`src/rtl/fp16_pkg.sv`:
```
// rtl/fp16_pkg.sv - shared FP16 constants, flag indices and FSM states
//   EXP_W/MAN_W/BIAS : binary16 field widths and exponent bias
//   QNAN/POS_INF     : canonical encodings
//   FLAG_*           : bit positions inside the 4-bit flags vector
//   state_t          : iterative-unit FSM states
package fp16_pkg;

  localparam int EXP_W = 5;
  localparam int MAN_W = 10;
  localparam int BIAS  = 15;

  localparam logic [15:0] QNAN    = 16'h7E00;
  localparam logic [15:0] POS_INF = 16'h7C00;

  localparam int FLAG_INVALID   = 3;
  localparam int FLAG_DIV_ZERO  = 2;
  localparam int FLAG_OVERFLOW  = 1;
  localparam int FLAG_UNDERFLOW = 0;

  typedef enum logic [1:0] {
    IDLE,
    DIVIDE,
    NORM,
    DONE
  } state_t;

endpackage

```
`src/rtl/fp16_classify.sv`:
```
// rtl/fp16_classify.sv - combinational decode of one FP16 operand
//   x       : FP16 operand
//   sign    : sign bit
//   expo    : biased exponent field
//   mant    : {hidden 1, fraction}, zero for zero/subnormal (flushed)
//   is_zero : zero or subnormal (subnormals are flushed to signed zero)
//   is_inf  : infinity
//   is_nan  : any NaN
module fp16_classify
  import fp16_pkg::*;
(
  input  logic [15:0]      x,
  output logic             sign,
  output logic [EXP_W-1:0] expo,
  output logic [MAN_W:0]   mant,
  output logic             is_zero,
  output logic             is_inf,
  output logic             is_nan
);

  logic exp_zero;
  logic exp_ones;
  logic frac_zero;

  assign exp_zero  = ~|x[EXP_W+MAN_W-1:MAN_W];
  assign exp_ones  = &x[EXP_W+MAN_W-1:MAN_W];
  assign frac_zero = ~|x[MAN_W-1:0];

  assign sign    = x[15];
  assign expo    = x[EXP_W+MAN_W-1:MAN_W];
  assign mant    = exp_zero ? '0 : {1'b1, x[MAN_W-1:0]};
  assign is_zero = exp_zero;
  assign is_inf  = exp_ones & frac_zero;
  assign is_nan  = exp_ones & ~frac_zero;

endmodule

```
`src/rtl/fp16_seq_divider.sv`:
```
// rtl/fp16_seq_divider.sv - iterative FP16 divider, one quotient bit per cycle
//   clk, rst            : clock (rising edge), asynchronous active-high reset
//   in_valid/in_ready   : operand handshake; a = dividend, b = divisor
//   out_valid/out_ready : result handshake; q = quotient
//   flags               : {invalid, div_by_zero, overflow, underflow}
//   FP16_DIV_ROUND_NEAREST_EN : defined -> round-to-nearest-even, else truncate
module fp16_seq_divider
  import fp16_pkg::*;
(
  input  logic        clk,
  input  logic        rst,
  input  logic        in_valid,
  output logic        in_ready,
  input  logic [15:0] a,
  input  logic [15:0] b,
  output logic        out_valid,
  input  logic        out_ready,
  output logic [15:0] q,
  output logic [3:0]  flags
);

  logic             sa, sb, za, zb, ia, ib, na, nb;
  logic [EXP_W-1:0] ea, eb;
  logic [MAN_W:0]   ma, mb;

  fp16_classify u_cls_a (.x(a), .sign(sa), .expo(ea), .mant(ma), .is_zero(za), .is_inf(ia), .is_nan(na));
  fp16_classify u_cls_b (.x(b), .sign(sb), .expo(eb), .mant(mb), .is_zero(zb), .is_inf(ib), .is_nan(nb));

  state_t           state;
  logic [3:0]       cnt;
  logic [11:0]      rem;
  logic [12:0]      quo;
  logic [MAN_W:0]   mant_b;
  logic [EXP_W-1:0] exp_a, exp_b;
  logic             sign_r;

  // Restoring-division step. The first step runs on the accept edge straight
  // from the decoded inputs, so 12 DIVIDE cycles complete all 13 quotient bits.
  // rem < 2*divisor always holds, so the difference fits in 11 bits.
  logic [11:0] div_rem;
  logic [10:0] div_mb;
  logic [10:0] diff;
  logic        qbit;
  logic [11:0] rem_next;

  always_comb begin
    div_rem  = (state == IDLE) ? {1'b0, ma} : rem;
    div_mb   = (state == IDLE) ? mb : mant_b;
    qbit     = (div_rem >= {1'b0, div_mb});
    diff     = 11'(div_rem - {1'b0, div_mb});
    rem_next = qbit ? {diff, 1'b0} : {div_rem[10:0], 1'b0};
  end

  // Special-operand result, resolved in the accept cycle.
  logic        special;
  logic        sign_ab;
  logic [15:0] spec_q;
  logic [3:0]  spec_flags;

  always_comb begin
    sign_ab    = sa ^ sb;
    special    = za | zb | ia | ib | na | nb;
    spec_q     = '0;
    spec_flags = '0;
    if (na | nb | (za & zb) | (ia & ib)) begin
      spec_q                   = QNAN;
      spec_flags[FLAG_INVALID] = 1'b1;
    end else if (zb) begin
      spec_q                    = {sign_ab, POS_INF[14:0]};
      spec_flags[FLAG_DIV_ZERO] = 1'b1;
    end else if (ia) begin
      spec_q = {sign_ab, POS_INF[14:0]};
    end else begin
      spec_q = {sign_ab, 15'd0};
    end
  end

  // Normalisation, rounding and range check of the finished quotient.
  logic signed [6:0] e_raw, e_norm, e_fin;
  logic [9:0]        frac_t;
  logic [10:0]       frac_sum;
  logic              round_up;
  logic [15:0]       res_q;
  logic [3:0]        res_flags;
`ifdef FP16_DIV_ROUND_NEAREST_EN
  logic              guard, sticky;
`endif

  always_comb begin
    e_raw  = $signed({2'b00, exp_a}) - $signed({2'b00, exp_b}) + $signed(7'(BIAS));
    e_norm = quo[12] ? e_raw : e_raw - 7'sd1;
    frac_t = quo[12] ? quo[11:2] : quo[10:1];
`ifdef FP16_DIV_ROUND_NEAREST_EN
    guard    = quo[12] ? quo[1] : quo[0];
    sticky   = (quo[12] & quo[0]) | (|rem);
    round_up = guard & (sticky | frac_t[0]);
`else
    round_up = 1'b0;
`endif
    // On carry-out the low 10 bits are already zero; only the exponent bumps.
    frac_sum  = {1'b0, frac_t} + {10'd0, round_up};
    e_fin     = e_norm + $signed({6'd0, frac_sum[10]});
    res_q     = {sign_r, e_fin[4:0], frac_sum[9:0]};
    res_flags = '0;
    if (e_fin >= 7'sd31) begin
      res_q                    = {sign_r, POS_INF[14:0]};
      res_flags[FLAG_OVERFLOW] = 1'b1;
    end else if (e_fin <= 7'sd0) begin
      res_q                     = {sign_r, 15'd0};
      res_flags[FLAG_UNDERFLOW] = 1'b1;
    end
  end

  always_ff @(posedge clk or posedge rst) begin
    if (rst) begin
      state     <= IDLE;
      in_ready  <= 1'b1;
      out_valid <= 1'b0;
      q         <= '0;
      flags     <= '0;
      cnt       <= '0;
      rem       <= '0;
      quo       <= '0;
      mant_b    <= '0;
      exp_a     <= '0;
      exp_b     <= '0;
      sign_r    <= 1'b0;
    end else begin
      case (state)
        IDLE: begin
          if (in_valid) begin
            in_ready <= 1'b0;
            exp_a    <= ea;
            exp_b    <= eb;
            sign_r   <= sign_ab;
            if (special) begin
              q         <= spec_q;
              flags     <= spec_flags;
              out_valid <= 1'b1;
              state     <= DONE;
            end else begin
              rem    <= rem_next;
              quo    <= {12'd0, qbit};
              mant_b <= mb;
              cnt    <= 4'd12;
              state  <= DIVIDE;
            end
          end
        end
        DIVIDE: begin
          rem <= rem_next;
          quo <= {quo[11:0], qbit};
          cnt <= cnt - 4'd1;
          if (cnt == 4'd1) state <= NORM;
        end
        NORM: begin
          q         <= res_q;
          flags     <= res_flags;
          out_valid <= 1'b1;
          state     <= DONE;
        end
        DONE: begin
          if (out_ready) begin
            out_valid <= 1'b0;
            in_ready  <= 1'b1;
            state     <= IDLE;
          end
        end
        default: state <= IDLE;
      endcase
    end
  end

endmodule

```
`config.mk`:
```
export PLATFORM = sky130hd
export DESIGN_NAME = fp16_seq_divider
export DESIGN_NICKNAME = d
export VERILOG_FILES = /design/src/rtl/fp16_pkg.sv /design/src/rtl/fp16_classify.sv /design/src/rtl/fp16_seq_divider.sv
export SDC_FILE = /design/constraint.sdc
export NUM_CORES = 1
export LEC_CHECK = 0
export CORE_ASPECT_RATIO = 1.25
export CORE_MARGIN = 10
export CORE_UTILIZATION = 52
export DETAILED_ROUTE_END_ITERATION = 7
export PLACE_DENSITY = 0.76
export SYNTH_ARGS = -nofsm -noshare
export SYNTH_HDL_FRONTEND = slang
export SYNTH_HIERARCHICAL = 1
export SYNTH_SLANG_ARGS = --single-unit
```
`constraint.sdc`:
```
create_clock -name clk -period 4.2 [get_ports clk]
set_input_delay 0.84 -clock clk [delete_from_list [all_inputs] [get_ports clk]]
set_output_delay 0.84 -clock clk [all_outputs]
set_load 0.02 [all_outputs]
```
Word level (Yosys, flattened, before mapping)
Index checks and enable logic that the tools add are counted.
{"block": "op_classes", "addsub": 5, "order_cmp": 3, "eq_ne": 9, "n_mux": 45, "bitwise": 16, "reduce_logical": 22}
{"op": "$mux 15", "count": 4}
{"op": "$mux 12", "count": 4}
{"op": "$mux 16", "count": 3}
{"op": "$mux 11", "count": 3}
{"op": "$pmux 16 s2", "count": 1}
{"op": "$mux 13", "count": 2}
{"op": "$pmux 13 s2", "count": 1}
{"op": "$pmux 12 s2", "count": 1}
{"op": "$reduce_or 10->1", "count": 2}
{"op": "$mux 4", "count": 4}
{"op": "$pmux 4 s2", "count": 2}
{"op": "$reduce_and 3->1", "count": 5}
{"op": "$ge 12x11->1", "count": 1}
{"op": "$mux 1", "count": 11}
{"op": "$sub 11x11->11", "count": 1}
{"op": "$mux 10", "count": 1}
{"op": "$ne 2x2->1 const B", "count": 5}
{"op": "$reduce_and 5->1", "count": 2}
{"op": "$reduce_or 5->1", "count": 2}
{"op": "$mux 2", "count": 4}
{"op": "$or 1x1->1", "count": 8}
{"op": "$pmux 2 s4", "count": 1}
{"op": "$add 6x5->7 const B", "count": 1}
{"op": "$ge 7x6->1 const B", "count": 1}
{"op": "other kinds (19)", "count": 30}
{"block": "word_totals", "reg_bits": 75, "output_inout_bits": 22, "word_cells": 112}

Longest topological paths before layout
{"block": "depth", "ltp_word": 10, "ltp_mapped": 17}

Cells and area by module
The synthesis kept the hierarchy.
{"mod": "fp16_seq_divider", "instances": 1, "cells_per_inst": 493, "area_each_um2": 4625.7, "seq_area_each_um2": 1853.0}
{"mod": "fp16_classify", "instances": 2, "cells_per_inst": 28, "area_each_um2": 216.5, "seq_area_each_um2": 0.0}

Least setup slack after synthesis
Ideal clock, no wire load.
{"block": "synth_path", "path_kind": "register to register", "start": "reg state[0]", "end": "reg rem[11]", "setup_time_ns": 0.087, "t_arrival_ns": 4.069, "slack_ns": 0.044, "stages_incl_launch_ff": 18, "path_buffers": 5, "cell_sequence": "dfrtp_1 > inv_1 > ha_1 > buf_1 > clkbuf_1 > clkbuf_1 > mux2i_1 > ha_1 > nor2b_1 > o21ai_0 > a21boi_0 > o21ai_0 > a21oi_1 > a21oi_1 > clkbuf_1 > buf_2 > a21oi_1 > a22oi_1"}
{"block": "synth_via", "elab_chain_len": 7}
{"element": "start, declared", "line_no": "fp16_seq_divider.sv:29", "rtl": "state_t state;"}
{"element": "start signal, assigned", "line_no": "fp16_seq_divider.sv:116", "rtl": "state <= IDLE;"}
{"element": "start signal, assigned", "line_no": "fp16_seq_divider.sv:140", "rtl": "state <= DONE;"}
{"element": "start signal, assigned", "line_no": "fp16_seq_divider.sv:146", "rtl": "state <= DIVIDE;"}
{"element": "$logic_not 2->1", "line_no": "fp16_seq_divider.sv:47, fp16_seq_divider.sv:48, fp16_seq_divider.sv:129"}
{"element": "$mux 12 or $mux 11 (tied branches)", "line_no": "fp16_seq_divider.sv:47, fp16_seq_divider.sv:48"}
{"element": "$sub 11x11->11 or $ge 12x11->1 (tied branches)", "line_no": "fp16_seq_divider.sv:50, fp16_seq_divider.sv:49"}
{"element": "$mux 12", "line_no": "fp16_seq_divider.sv:51", "rtl": "rem_next = qbit ? {diff, 1'b0} : {div_rem[10:0], 1'b0};"}
{"element": "$mux 12", "line_no": "fp16_seq_divider.sv:136", "rtl": "if (special) begin"}
{"element": "$mux 12", "line_no": "fp16_seq_divider.sv:131", "rtl": "if (in_valid) begin"}
{"element": "$pmux 12 s2", "line_no": "fp16_seq_divider.sv:129", "rtl": "case (state)"}
{"element": "end signal, assigned", "line_no": "fp16_seq_divider.sv:142", "rtl": "rem <= rem_next;"}
{"element": "end signal, assigned", "line_no": "fp16_seq_divider.sv:151", "rtl": "rem <= rem_next;"}
{"element": "end, declared", "line_no": "fp16_seq_divider.sv:31", "rtl": "logic [11:0] rem;"}
Several ways; a longest one is shown, not always the timed one. The select of a mux whose other input is x is not followed.
A chain may end at the register's enable or synchronous reset.

Worst setup path after layout
{"block": "layout_path", "start": "in b[10]", "end": "reg rem[9]"}
{"block": "layout_via", "elab_chain_len": 9}
{"element": "start, declared", "line_no": "fp16_seq_divider.sv:15", "rtl": "input logic [15:0] b,"}
{"element": "$reduce_or 5->1", "line_no": "fp16_classify.sv:25", "rtl": "assign exp_zero = ~|x[EXP_W+MAN_W-1:MAN_W];"}
{"element": "$logic_not 1->1", "line_no": "fp16_classify.sv:25"}
{"element": "net zb", "line_no": "fp16_seq_divider.sv:22", "rtl": "logic sa, sb, za, zb, ia, ib, na, nb;"}
{"element": "$or 1x1->1 (5 in a row)", "line_no": "fp16_seq_divider.sv:62", "rtl": "special = za | zb | ia | ib | na | nb;"}
{"element": "$ne 2x2->1 (no source line)"}
{"element": "$reduce_and 3->1 (no source line)"}
The timed path passes the listed nets, and every way through them passes these cells. The select of a mux whose other input is x is not followed.

==> impl_metrics.yaml <==
status:
  outcome: "finished clean"
timing:
  finalHoldViolCount: 0
  maxSlewViolCount: 0
  setup_viol: 0
  fin_tns_setup_ns: 0
  post-route-worst-setup-slack_ns: 0.122
  fmax_mhz: 245
  final.period_utilization_pct: 97.1
  rsz0062_at_grt: "true"
  fin_crit_ns: 4.08
  hold_ws_ns: 0.483
  skew_ns: 0.00693
  tightest_slew_ns: 0.541
  relSlewSlack_pct: 63.6
route:
  route.detailed.drc: 0
  drtIter0Drc: 164
  viasPerCell: 5.68
  firstDrtPassIters: 5
  routed_wl_um: 12200
  vias: 4357
  antenna_left: 0
  wire_per_inst_um: 16.0
min_path:
  min-delay-path-class: "register to register"
clock_network:
  clock_latency_ns: 0.34
  htree_levels: 3
  cts_sinks: 74
  cts_root_buffer: "clkbuf_16"
  cts-buffers-inserted: 9
  cts_tree: "yes"
  cts_buffer_depth: 2
  path_clk_slew_ns: 0.06
grt:
  grt_first_pass_wirelength_um: 20000
  grt_max_degree: 34
  grt_pass1_vias: 4471
  antenna_found_initial: 0
  grt_usage_pct: 17.7
  grt_overflow: 0
worst_setup_path:
  crit_type: "primary input to register"
  endpoint_kind: "register"
  cp_cell_sequence: "clkdlybuf4s50_1 > or4_4 > nor2_4 > nor2b_1 > mux2_2 > ha_1 > fa_2 > nor2b_4 > o21ai_1 > a21boi_1 > o21ai_2 > a21oi_2 > a21oi_2 > buf_4 > or3_1 > nand3_1"
  cp_num_buf_inv: 2
  crit_family: "simple AND/OR/NAND/NOR gates"
  crit_path_max_incr_delay_ns: 0.55
  critPathSlowestCell: "or4_4"
  crit_top_cell: "a21oi_2"
  crit_arrival_ns: 4.35
  cp-start-kind: "primary input"
  cp_max_fo: 13
  cp.required_ns: 4.47
die:
  row_count: 40
  fp.dieW_um: 108
  initial_utilization_pct: 52.9
  io_pins: 58
  die-area_sq_mm: 0.0141
  coreArea_sq_mm: 0.00956
  dieHeight_um: 130
flow_run:
  maxCapViolCount: 0
yosys:
  synth_edf_count: 0
  ys.flop_type: "dfrtp_1"
  synthArstFlopShare_pct: 100
  syn_area_per_cell_sq_um: 9.21
  syn-num-nets: 612
  seq_area_frac_synth_pct: 36.6
  synth_cells: 549
  synth_cell_types: 66
  synth-seq-cells: 74
  ys_warn_count: 6
  netlist_area_sq_mm: 0.00506
final_layout:
  fin_nets: 699
  drive_gt1_share_pct: 24.2
  final_util_pct: 66.1
  antenna_cells: 0
  syn2layout_area_growth_pct: 24.8
place:
  globalplace.congestion: 0.939
  post-dp-hpwl_um: 9570
  port_buffers: 57
  dp_slack_ns: -0.386
==> timing repair <==
action,in CTS,in global routing
setup buffers,1,1
hold buffers,0,0
setup endpoints to repair,10,11
cloned,0,0
gates resized for setup,3,10
pin swaps,1,3
==> path summary, 6_finish.rpt <==
path                          start  endpoint  slack (ns)  depth (start not counted)
max                           b[10]    rem[9]        0.12                         16
min                        flags[1]  flags[1]        0.48                          2
max reg2reg                state[0]    rem[9]        0.60                         14
min reg2reg                flags[1]  flags[1]        0.48                          2
max in group asynchronous       rst    rem[1]        2.59                          3
min in group asynchronous       rst      q[1]        0.82                          2
==> cell usage after synthesis, types with 7 or more instances <==
cell	n	area share, %
mux2_2	42	9.3
o31ai_1	12	1.8
nand2_1	74	5.5
nor2b_2	16	2.8
buf_4	12	1.8
inv_1	24	1.8
clkbuf_1	18	1.3
xnor2_1	11	1.9
nor4_1	7	0.87
nor2b_1	11	1.4
nor2_1	23	1.7
dfrtp_1	73	36
o21ai_0	20	2.0
ha_1	25	6.2
a21oi_1	23	2.3
mux2i_1	12	2.4
nand3_1	47	4.7
==> sequential cells by signal (all words and copies together) (netlist names) <==
register   cells
state          2
exp_a          5
out_valid      1
exp_b          5
rem           11
quo           13
sign_r         1
q             16
flags          4
cnt            4
mant_b        11
in_ready       1
==> layer usage <==
layer	up-vias	part of all wire (%)	track usage [%]
li1	2119	-	-
met1	2090	38	17.6
met2	116	54	33.5
met3	32	4.7	3.85
met4	0	2.9	8.66
met5	-	0	0
==> logic make-up (layout without fill, tap and decap cells) <==
group                    Yosys count  count (layout)  share of synthesized area (%)
AO/OA/AOI/OAI                     96              96                           13.0
XOR/XNOR                          12              12                           2.08
buffers and inverters             63             155                           6.41
AND/OR/NAND/NOR                  223             223                           23.2
adder cells (fa/ha/maj)           27              27                           6.98
multiplexers                      54              54                           11.7
flip-flops                        74              74                           36.6
==> stage by stage <==
stage | instances | area, sq um
5_1_grt | 767 | 6310
4_1_cts | 766 | 6280
3_3_place_gp | 749 | 5980
3_5_place_dp | 749 | 5980
2_1_floorplan | 549 | 5060
6_report | 767 | 6310
==> placed cells by master, fill, tap and decap left out, drive strengths merged, types with 3 or more instances in the layout <==
cell type | synthesis | routed
a21oi | 24 | 24
or4 | 5 | 5
mux2i | 12 | 12
nor2 | 25 | 25
clkdlybuf4s50 | 0 | 57
or3 | 6 | 6
o21a | 3 | 3
nand2b | 4 | 4
a21o | 6 | 6
nand2 | 74 | 74
buf | 19 | 56
mux2 | 42 | 42
a221oi | 3 | 3
ha | 25 | 25
nand4 | 5 | 5
nor3 | 5 | 5
o21ai | 22 | 22
a22oi | 3 | 3
dfrtp | 73 | 73
a211oi | 3 | 3
clkbuf | 18 | 10
and3 | 4 | 4
nor2b | 27 | 27
clkinv | 0 | 3
nand3 | 47 | 47
inv | 26 | 26
xnor2 | 11 | 11
or2 | 3 | 3
nor3b | 5 | 5
nor4 | 7 | 7
o31ai | 12 | 12
==> worst min-delay path, stage by stage, from the launching register on <==
cell and delay [ns]:
dfrtp_1 0.34, nand2_1 0.05, nand2_1 0.06
==> cell type report <==
class	instances	area [sq um]
well taps	126	158
fillers	758	3240
multi-input cells	412	2910
clock inverters	6	67.6
clock buffers	10	229
inverters	26	97.6
flip-flops and latches	74	1850
repair buffers	113	1000
Power is left out: the tool's default activity adds up to more than one toggle a clock period on the data nets, which glitch-free logic cannot reach.
